**src/rtl/piarb_rd_sched_pkg.sv**
```systemverilog
// piarb_rd_sched_pkg: shared types, default widths and helpers for the PIARB read scheduler
// Provides the FSM state encoding, default field widths taken from the codebase
// width macros (given fallbacks when those macros are absent) and the
// round-robin pointer advance helper.
`ifndef PU_ID_NBITS
`define PU_ID_NBITS 2
`endif
`ifndef PIARB_BUF_PTR_NBITS
`define PIARB_BUF_PTR_NBITS 8
`endif
`ifndef PIARB_BUF_PTR_LSB_NBITS
`define PIARB_BUF_PTR_LSB_NBITS 2
`endif
package piarb_rd_sched_pkg;
   typedef enum logic {IDLE = 1'b0, XFER = 1'b1} state_t;
   localparam int DEF_ID_NBITS = `PU_ID_NBITS;
   localparam int DEF_BPTR_NBITS = `PIARB_BUF_PTR_NBITS;
   localparam int DEF_BPTR_LSB_NBITS = `PIARB_BUF_PTR_LSB_NBITS;
   function automatic int rr_next(input int g, input int n);
      return (g + 1) % n;
   endfunction
endpackage

```
**src/rtl/piarb_rd_sched_rr_arb.sv**
```systemverilog
// piarb_rr_arb: N-wide round-robin arbiter, first request at or after ptr wins
// Ports:
//   req      in   N    request vector
//   ptr      in   IW   highest-priority index
//   gnt      out  N    one-hot grant (zero when no request)
//   gnt_idx  out  IW   index of the granted requester
//   gnt_vld  out  1    any request present
module piarb_rr_arb #(
   parameter int N = 4,
   localparam int IW = N > 1 ? $clog2(N) : 1
) (
   input  logic [N-1:0]  req,
   input  logic [IW-1:0] ptr,
   output logic [N-1:0]  gnt,
   output logic [IW-1:0] gnt_idx,
   output logic          gnt_vld
);
   logic [31:0] j;
   // Scan from the farthest offset down so the nearest request at/after ptr overwrites.
   always_comb begin
      j = '0;
      gnt_idx = '0;
      gnt_vld = 1'b0;
      for (int k = N - 1; k >= 0; k--) begin
         j = (32'(ptr) + 32'(k)) % 32'(N);
         if (req[j[IW-1:0]]) begin
            gnt_idx = j[IW-1:0];
            gnt_vld = 1'b1;
         end
      end
      gnt = gnt_vld ? N'(1) << gnt_idx : '0;
   end
endmodule

```
**src/rtl/piarb_rd_sched.sv**
```systemverilog
// piarb_rd_sched: round-robin read scheduler walking buffers line by line under per-port credits
// Ports:
//   clk, rstn                    clock, asynchronous active-low reset
//   req_valid/req_ready          per-requester descriptor handshake (ready is a one-hot pulse)
//   req_dst_port_id, req_buf_ptr, req_last_lsb, req_sop, req_eop, req_inst
//                                packed per-requester descriptor fields
//   credit_return                one credit back per set bit per cycle
//   data_req + data_req_*        registered memory read request and its fields
//   cred_err                     sticky: credit returned into a full counter
// Build option PIARB_RD_SCHED_PKT_LOCK_EN: after an eop=0 buffer only the same
// requester is granted until it delivers its eop=1 buffer.
module piarb_rd_sched
   import piarb_rd_sched_pkg::*;
#(
   parameter int N_REQ = 4,
   parameter int N_DST = 4,
   parameter int ID_NBITS = DEF_ID_NBITS,
   parameter int BPTR_NBITS = DEF_BPTR_NBITS,
   parameter int BPTR_LSB_NBITS = DEF_BPTR_LSB_NBITS,
   parameter int CREDITS = 8
) (
   input  logic                              clk,
   input  logic                              rstn,
   input  logic [N_REQ-1:0]                  req_valid,
   output logic [N_REQ-1:0]                  req_ready,
   input  logic [N_REQ*ID_NBITS-1:0]         req_dst_port_id,
   input  logic [N_REQ*BPTR_NBITS-1:0]       req_buf_ptr,
   input  logic [N_REQ*BPTR_LSB_NBITS-1:0]   req_last_lsb,
   input  logic [N_REQ-1:0]                  req_sop,
   input  logic [N_REQ-1:0]                  req_eop,
   input  logic [N_REQ-1:0]                  req_inst,
   input  logic [N_DST-1:0]                  credit_return,
   output logic                              data_req,
   output logic [ID_NBITS-1:0]               data_req_src_port_id,
   output logic [ID_NBITS-1:0]               data_req_dst_port_id,
   output logic                              data_req_sop,
   output logic                              data_req_eop,
   output logic                              data_req_inst,
   output logic [BPTR_NBITS-1:0]             data_req_buf_ptr,
   output logic [BPTR_LSB_NBITS-1:0]         data_req_buf_ptr_lsb,
   output logic                              cred_err
);
   localparam int RW = N_REQ > 1 ? $clog2(N_REQ) : 1;
   localparam int CW = $clog2(CREDITS + 1);
   state_t state, state_nxt;
   logic [RW-1:0] rr_ptr, gnt_idx, d_src;
   logic [N_REQ-1:0] gnt, arb_req;
   logic gnt_vld, accept, fire, last, cred_ok;
   logic [BPTR_LSB_NBITS-1:0] line, d_last, sel_last;
   logic [ID_NBITS-1:0] d_dst, sel_dst;
   logic [BPTR_NBITS-1:0] d_ptr, sel_ptr;
   logic d_sop, d_eop, d_inst, sel_sop, sel_eop, sel_inst;
   logic [CW-1:0] credit [N_DST];
   logic [N_DST-1:0] dst_oh, has_cred, ovf;
`ifdef PIARB_RD_SCHED_PKT_LOCK_EN
   logic lock_vld;
   logic [RW-1:0] lock_idx;
   always_comb arb_req = lock_vld ? req_valid & (N_REQ'(1) << lock_idx) : req_valid;
`else
   always_comb arb_req = req_valid;
`endif
   piarb_rr_arb #(.N(N_REQ)) u_arb (
      .req     (arb_req),
      .ptr     (rr_ptr),
      .gnt     (gnt),
      .gnt_idx (gnt_idx),
      .gnt_vld (gnt_vld)
   );
   always_comb begin
      sel_dst = '0;
      sel_ptr = '0;
      sel_last = '0;
      sel_sop = 1'b0;
      sel_eop = 1'b0;
      sel_inst = 1'b0;
      for (int i = 0; i < N_REQ; i++) begin
         if (gnt[i]) begin
            sel_dst = req_dst_port_id[i*ID_NBITS +: ID_NBITS];
            sel_ptr = req_buf_ptr[i*BPTR_NBITS +: BPTR_NBITS];
            sel_last = req_last_lsb[i*BPTR_LSB_NBITS +: BPTR_LSB_NBITS];
            sel_sop = req_sop[i];
            sel_eop = req_eop[i];
            sel_inst = req_inst[i];
         end
      end
   end
   // Credit check uses the registered count only; same-cycle returns help next cycle.
   always_comb begin
      dst_oh = '0;
      has_cred = '0;
      ovf = '0;
      accept = state == IDLE && gnt_vld;
      req_ready = accept ? gnt : '0;
      last = line == d_last;
      for (int d = 0; d < N_DST; d++) begin
         dst_oh[d] = d_dst == ID_NBITS'(d);
         has_cred[d] = credit[d] != '0;
      end
      cred_ok = |(dst_oh & has_cred);
      fire = state == XFER && cred_ok;
      for (int d = 0; d < N_DST; d++)
         ovf[d] = credit_return[d] && !(fire && dst_oh[d]) && credit[d] == CW'(CREDITS);
      state_nxt = accept ? XFER : (fire && last) ? IDLE : state;
   end
   always_ff @(posedge clk or negedge rstn) begin
      if (!rstn) begin
         state <= IDLE;
         rr_ptr <= '0;
         line <= '0;
         d_src <= '0;
         d_dst <= '0;
         d_ptr <= '0;
         d_last <= '0;
         d_sop <= 1'b0;
         d_eop <= 1'b0;
         d_inst <= 1'b0;
         data_req <= 1'b0;
         data_req_src_port_id <= '0;
         data_req_dst_port_id <= '0;
         data_req_sop <= 1'b0;
         data_req_eop <= 1'b0;
         data_req_inst <= 1'b0;
         data_req_buf_ptr <= '0;
         data_req_buf_ptr_lsb <= '0;
      end else begin
         state <= state_nxt;
         if (accept) begin
            rr_ptr <= RW'(rr_next(int'(gnt_idx), N_REQ));
            d_src <= gnt_idx;
            d_dst <= sel_dst;
            d_ptr <= sel_ptr;
            d_last <= sel_last;
            d_sop <= sel_sop;
            d_eop <= sel_eop;
            d_inst <= sel_inst;
         end
         if (fire)
            line <= last ? '0 : line + 1'b1;
         data_req <= fire;
         data_req_src_port_id <= fire ? ID_NBITS'(d_src) : '0;
         data_req_dst_port_id <= fire ? d_dst : '0;
         data_req_sop <= fire && d_sop && line == '0;
         data_req_eop <= fire && d_eop && last;
         data_req_inst <= fire && d_inst;
         data_req_buf_ptr <= fire ? d_ptr : '0;
         data_req_buf_ptr_lsb <= fire ? line : '0;
      end
   end
`ifdef PIARB_RD_SCHED_PKT_LOCK_EN
   always_ff @(posedge clk or negedge rstn) begin
      if (!rstn) begin
         lock_vld <= 1'b0;
         lock_idx <= '0;
      end else if (accept) begin
         lock_vld <= !sel_eop;
         lock_idx <= gnt_idx;
      end
   end
`endif
   // Consume and return on the same port cancel; a return into a full counter saturates.
   always_ff @(posedge clk or negedge rstn) begin
      if (!rstn) begin
         for (int d = 0; d < N_DST; d++)
            credit[d] <= CW'(CREDITS);
         cred_err <= 1'b0;
      end else begin
         for (int d = 0; d < N_DST; d++) begin
            if (fire && dst_oh[d] && !credit_return[d])
               credit[d] <= credit[d] - 1'b1;
            else if (credit_return[d] && !(fire && dst_oh[d]) && !ovf[d])
               credit[d] <= credit[d] + 1'b1;
         end
         if (|ovf)
            cred_err <= 1'b1;
      end
   end
`ifndef SYNTHESIS
   // The memory frees a buffer only on eop or its final line, so a non-eop buffer must be full.
   always_ff @(posedge clk)
      if (rstn && accept)
         assert (sel_eop || &sel_last)
         else $error("piarb_rd_sched: eop=0 descriptor with partial last_lsb %0d", sel_last);
`endif
endmodule

```
**config.mk**
```make
export PLATFORM = sky130hd
export DESIGN_NAME = piarb_rd_sched
export DESIGN_NICKNAME = d
export VERILOG_FILES = /design/src/rtl/piarb_rd_sched_pkg.sv /design/src/rtl/piarb_rd_sched_rr_arb.sv /design/src/rtl/piarb_rd_sched.sv
export SDC_FILE = /design/constraint.sdc
export NUM_CORES = 1
export LEC_CHECK = 0
export ABC_AREA = 1
export BUFFER_PORTS_ARGS = -buffer_cell sky130_fd_sc_hd__buf_2
export CAP_MARGIN = 20
export CORE_MARGIN = 5
export CORE_UTILIZATION = 40
export CTS_CLUSTER_DIAMETER = 30
export CTS_CLUSTER_SIZE = 12
export DETAILED_ROUTE_END_ITERATION = 8
export SLEW_MARGIN = 40
export SYNTH_ARGS = -nofsm -noshare
export SYNTH_HDL_FRONTEND = slang
export SYNTH_SLANG_ARGS = --single-unit
```
**constraint.sdc**
```tcl
create_clock -name clk -period 6.1 [get_ports clk]
set_input_delay 0.61 -clock clk [delete_from_list [all_inputs] [get_ports clk]]
set_output_delay 0.61 -clock clk [all_outputs]
set_load 0.02 [all_outputs]
```
==> impl_metrics.py <==
metrics = {
    "outcome": {
        "status": "complete, no violations",
    },
    "flow_run": {
        "drv_cap": 0,
    },
    "critical_path": {
        "critPathSlowestCell": "ha_1",
        "slowest_delay_ps": 570,
        "crit_type": "reg -> out",
        "r2r_setup_slack_ps": 3010,
        "crit_start": "rr_ptr[0]$_DFFE_PN0P_",
        "cp_top_family": "simple AND/OR/NAND/NOR gates",
        "rr_worst_depth": 14,
        "cp.required_ps": 5490,
        "worst_r2r_endpoint": "d_dst[0]$_DFFE_PN0P_",
        "crit_arrival_ps": 3250,
        "cp_cell_sequence": "inv_2, o21ai_1, nand2_1, nand2_1, nand3_1, nand2_1, inv_1, o21ai_0, ha_1, nand2_1, nor2_1, buf_2",
        "cp-start-kind": "flip-flop",
        "r2r-start": "rr_ptr[0]$_DFFE_PN0P_",
        "cp_common_cell": "nand2_1",
        "cp-end-kind": "output port",
        "critical_path_buf_inv_count": 3,
        "crit_fanout": 16,
    },
    "global_route": {
        "grt_overflow": 0,
        "grt_max_degree": 58,
        "track_usage_pct": 16.9,
        "antenna_found_initial": 0,
        "grt_pass1_vias": 3603,
        "grt_pass1_wl_mm": 16.1,
    },
    "die": {
        "start_util_pct": 40.4,
        "fp-row-count": 36,
        "die-height_um": 108,
        "die_x_um": 108,
        "core_area_um2": 9590,
        "io_pins": 93,
        "die_area_um2": 11800,
    },
    "power": {
        "p_switching_mw": 1.47,
        "swShare_pct": 51.6,
        "p_clk_share_pct": 12.4,
        "p_int_mw": 1.38,
        "leakagePower_nw": 2.78,
        "pwr-share-seq_pct": 24.7,
        "vdd_drop_max_mv": 0.252,
        "power_density_nw_per_um2": 621,
        "share_comb_of_total_power_pct": 62.9,
        "p_total_mw": 2.86,
    },
    "placement": {
        "hpwl_mm": 6.96,
        "place_ws_ps": 2430,
        "place_congestion": 0.852,
        "dpl.cell_count": 797,
        "port_buffers": 92,
    },
    "yosys": {
        "synthTopCellsByArea": "dfrtp_1, nand2_1, inv_1",
        "synth_area_um2": 3880,
        "synth.distinct_cells": 29,
        "synth_largest_area_cell": "dfrtp_1",
        "avgSynthCellArea_um2": 6.55,
        "synth.ff_latch_count": 57,
        "synthCells": 592,
        "yosysTopAreaCellShare_pct": 34.2,
        "syn_nets": 671,
        "synth_warnings": 0,
        "synth_seq_area_share_pct": 36.9,
    },
    "timing": {
        "fmaxAchievable_mhz": 259,
        "finalCritPeriodShare_pct": 63.2,
        "timing.hold.ws_ps": 401,
        "rsz0062_at_grt": "no",
        "relSlewSlack_pct": 51.7,
        "finClkSkew_ps": 6.67,
        "setup_slack_ps": 2240,
        "setup_viol": 0,
        "hold_viol": 0,
        "worst_pin_slew_ps": 724,
        "slew_viol_final": 0,
        "tns_ps": 0,
        "min_period_ps": 3860,
    },
    "drt": {
        "drc": 0,
        "firstDrtPassIters": 5,
        "drt_iter0_markers": 170,
        "ant_nets": 0,
        "routed_wirelength_mm": 9.14,
        "wire_per_inst_um": 11.3,
        "via_per_inst": 4.51,
        "vias": 3664,
    },
    "clock_tree": {
        "hold_buffers": 0,
        "cts_resized": 0,
        "cts_setup_buffers": 0,
        "cts-root-buf": "clkbuf_8",
        "clk_pin_slew_worst_paths_ps": 60,
        "htreeDepth": 3,
        "insertion_delay_ps": 340,
        "cts_tree": "built",
        "cts_buffers": 9,
        "cts_num_sinks": 57,
        "clockBufferDepth": 2,
    },
    "cells_and_area": {
        "final-instance-count-excl-fill": 812,
        "antenna_cells": 0,
        "regMostFlops": "credit",
        "reg.largest.list": "credit x16, d_ptr x8, data_req_buf_ptr x8",
        "syn_to_final_growth_pct": 18.7,
        "largest_register_ffs": 16,
        "finalNetCount": 754,
        "drive_gt1_share_pct": 18.6,
    },
    "hold_path": {
        "hold_class": "in -> async",
    },
}
-- worst max-delay path by stage --
stage,depth (start not counted),slack (ps),to
floorplan,13,3070,req_ready[2]
global placement,13,2600,req_ready[2]
detailed placement,13,2430,req_ready[2]
CTS,12,2230,req_ready[2]
global route,12,1900,req_ready[2]
finish,12,2240,req_ready[2]
-- power groups by stage --
| stage | clock network (mW) | registers (mW) | logic (mW) |
|---|---|---|---|
| final | 0.354 | 0.704 | 1.80 |
| after global routing | 0.387 | 0.727 | 2.10 |
| after CTS | 0.365 | 0.705 | 1.81 |
| after detailed placement | 0 | 0.711 | 1.80 |
| after global placement | 0 | 0.707 | 1.78 |
| after floorplan | 0 | 0.732 | 1.43 |
-- metal layers --
layer | vias up | routed length, um | share of wire, % | GRT usage (%)
met4 | 0 | 131 | 1.4 | 5.23
met3 | 12 | 735 | 8.0 | 5.07
met2 | 118 | 3920 | 43 | 26.0
met1 | 1566 | 4350 | 48 | 22.8
met5 | - | 0 | 0 | 0
li1 | 1968 | - | - | -
-- kinds of logic (layout without fill, tap and decap cells) --
family                   count (synthesis)  after routing  share of synthesized area [%]
adder cells (fa/ha/maj)                  9              9                           2.91
AND/OR/NAND/NOR                        315            315                           34.5
XOR/XNOR                                15             15                           3.58
buffers and inverters                  134            221                           13.7
flip-flops                              57             57                           36.9
AO/OA/AOI/OAI                           62             62                           8.39
-- area by class of cell --
type                       count  area (um^2)
timing repair buffer          93          468
multi-input combinational    401         1920
inverter                     113          424
fill                         993         4990
clock inverter                 3         40.0
clock buffer                  12          155
tap                          133          166
sequential                    57         1430
-- synth_stat cells --
cell type    n
ha_1         9
nand2b_1     1
xor2_1       6
inv_2        3
nand4_1     12
buf_4        2
buf_1        1
nand3_4      1
o21ai_1     12
buf_6        1
a21oi_1     22
o22ai_1      2
nor2_2       2
nor2_4       3
nand3_1     50
nand2_2      4
or3_1        1
o21bai_1     5
o21ai_0     21
xnor2_1      8
nor2_1      66
xnor2_2      1
nand2_1    174
inv_1      110
dfstp_2      4
nand2_4      1
buf_2        9
clkbuf_1     8
dfrtp_1     53
-- layout by cell type (no fill, tap or decap), drive strengths merged --
cell      n
clkinv    2
o22ai     2
xnor2     9
ha        9
bufinv    1
dfrtp    53
o21bai    5
nand2   179
or3       1
a21oi    22
nand4    12
nand2b    1
buf      93
nand3    51
nor2     71
clkbuf   12
o21ai    33
inv     113
dfstp     4
xor2      6
-- per-stage QoR --
step / instance area, um^2 / utilization (%)
CTS: 4600 / 48.0
global placement: 4410 / 45.9
floorplan: 3880 / -
finish: 4600 / 48.0
global route: 4600 / 48.0
detailed placement: 4410 / 45.9
(Power assumes the default switching activity.)
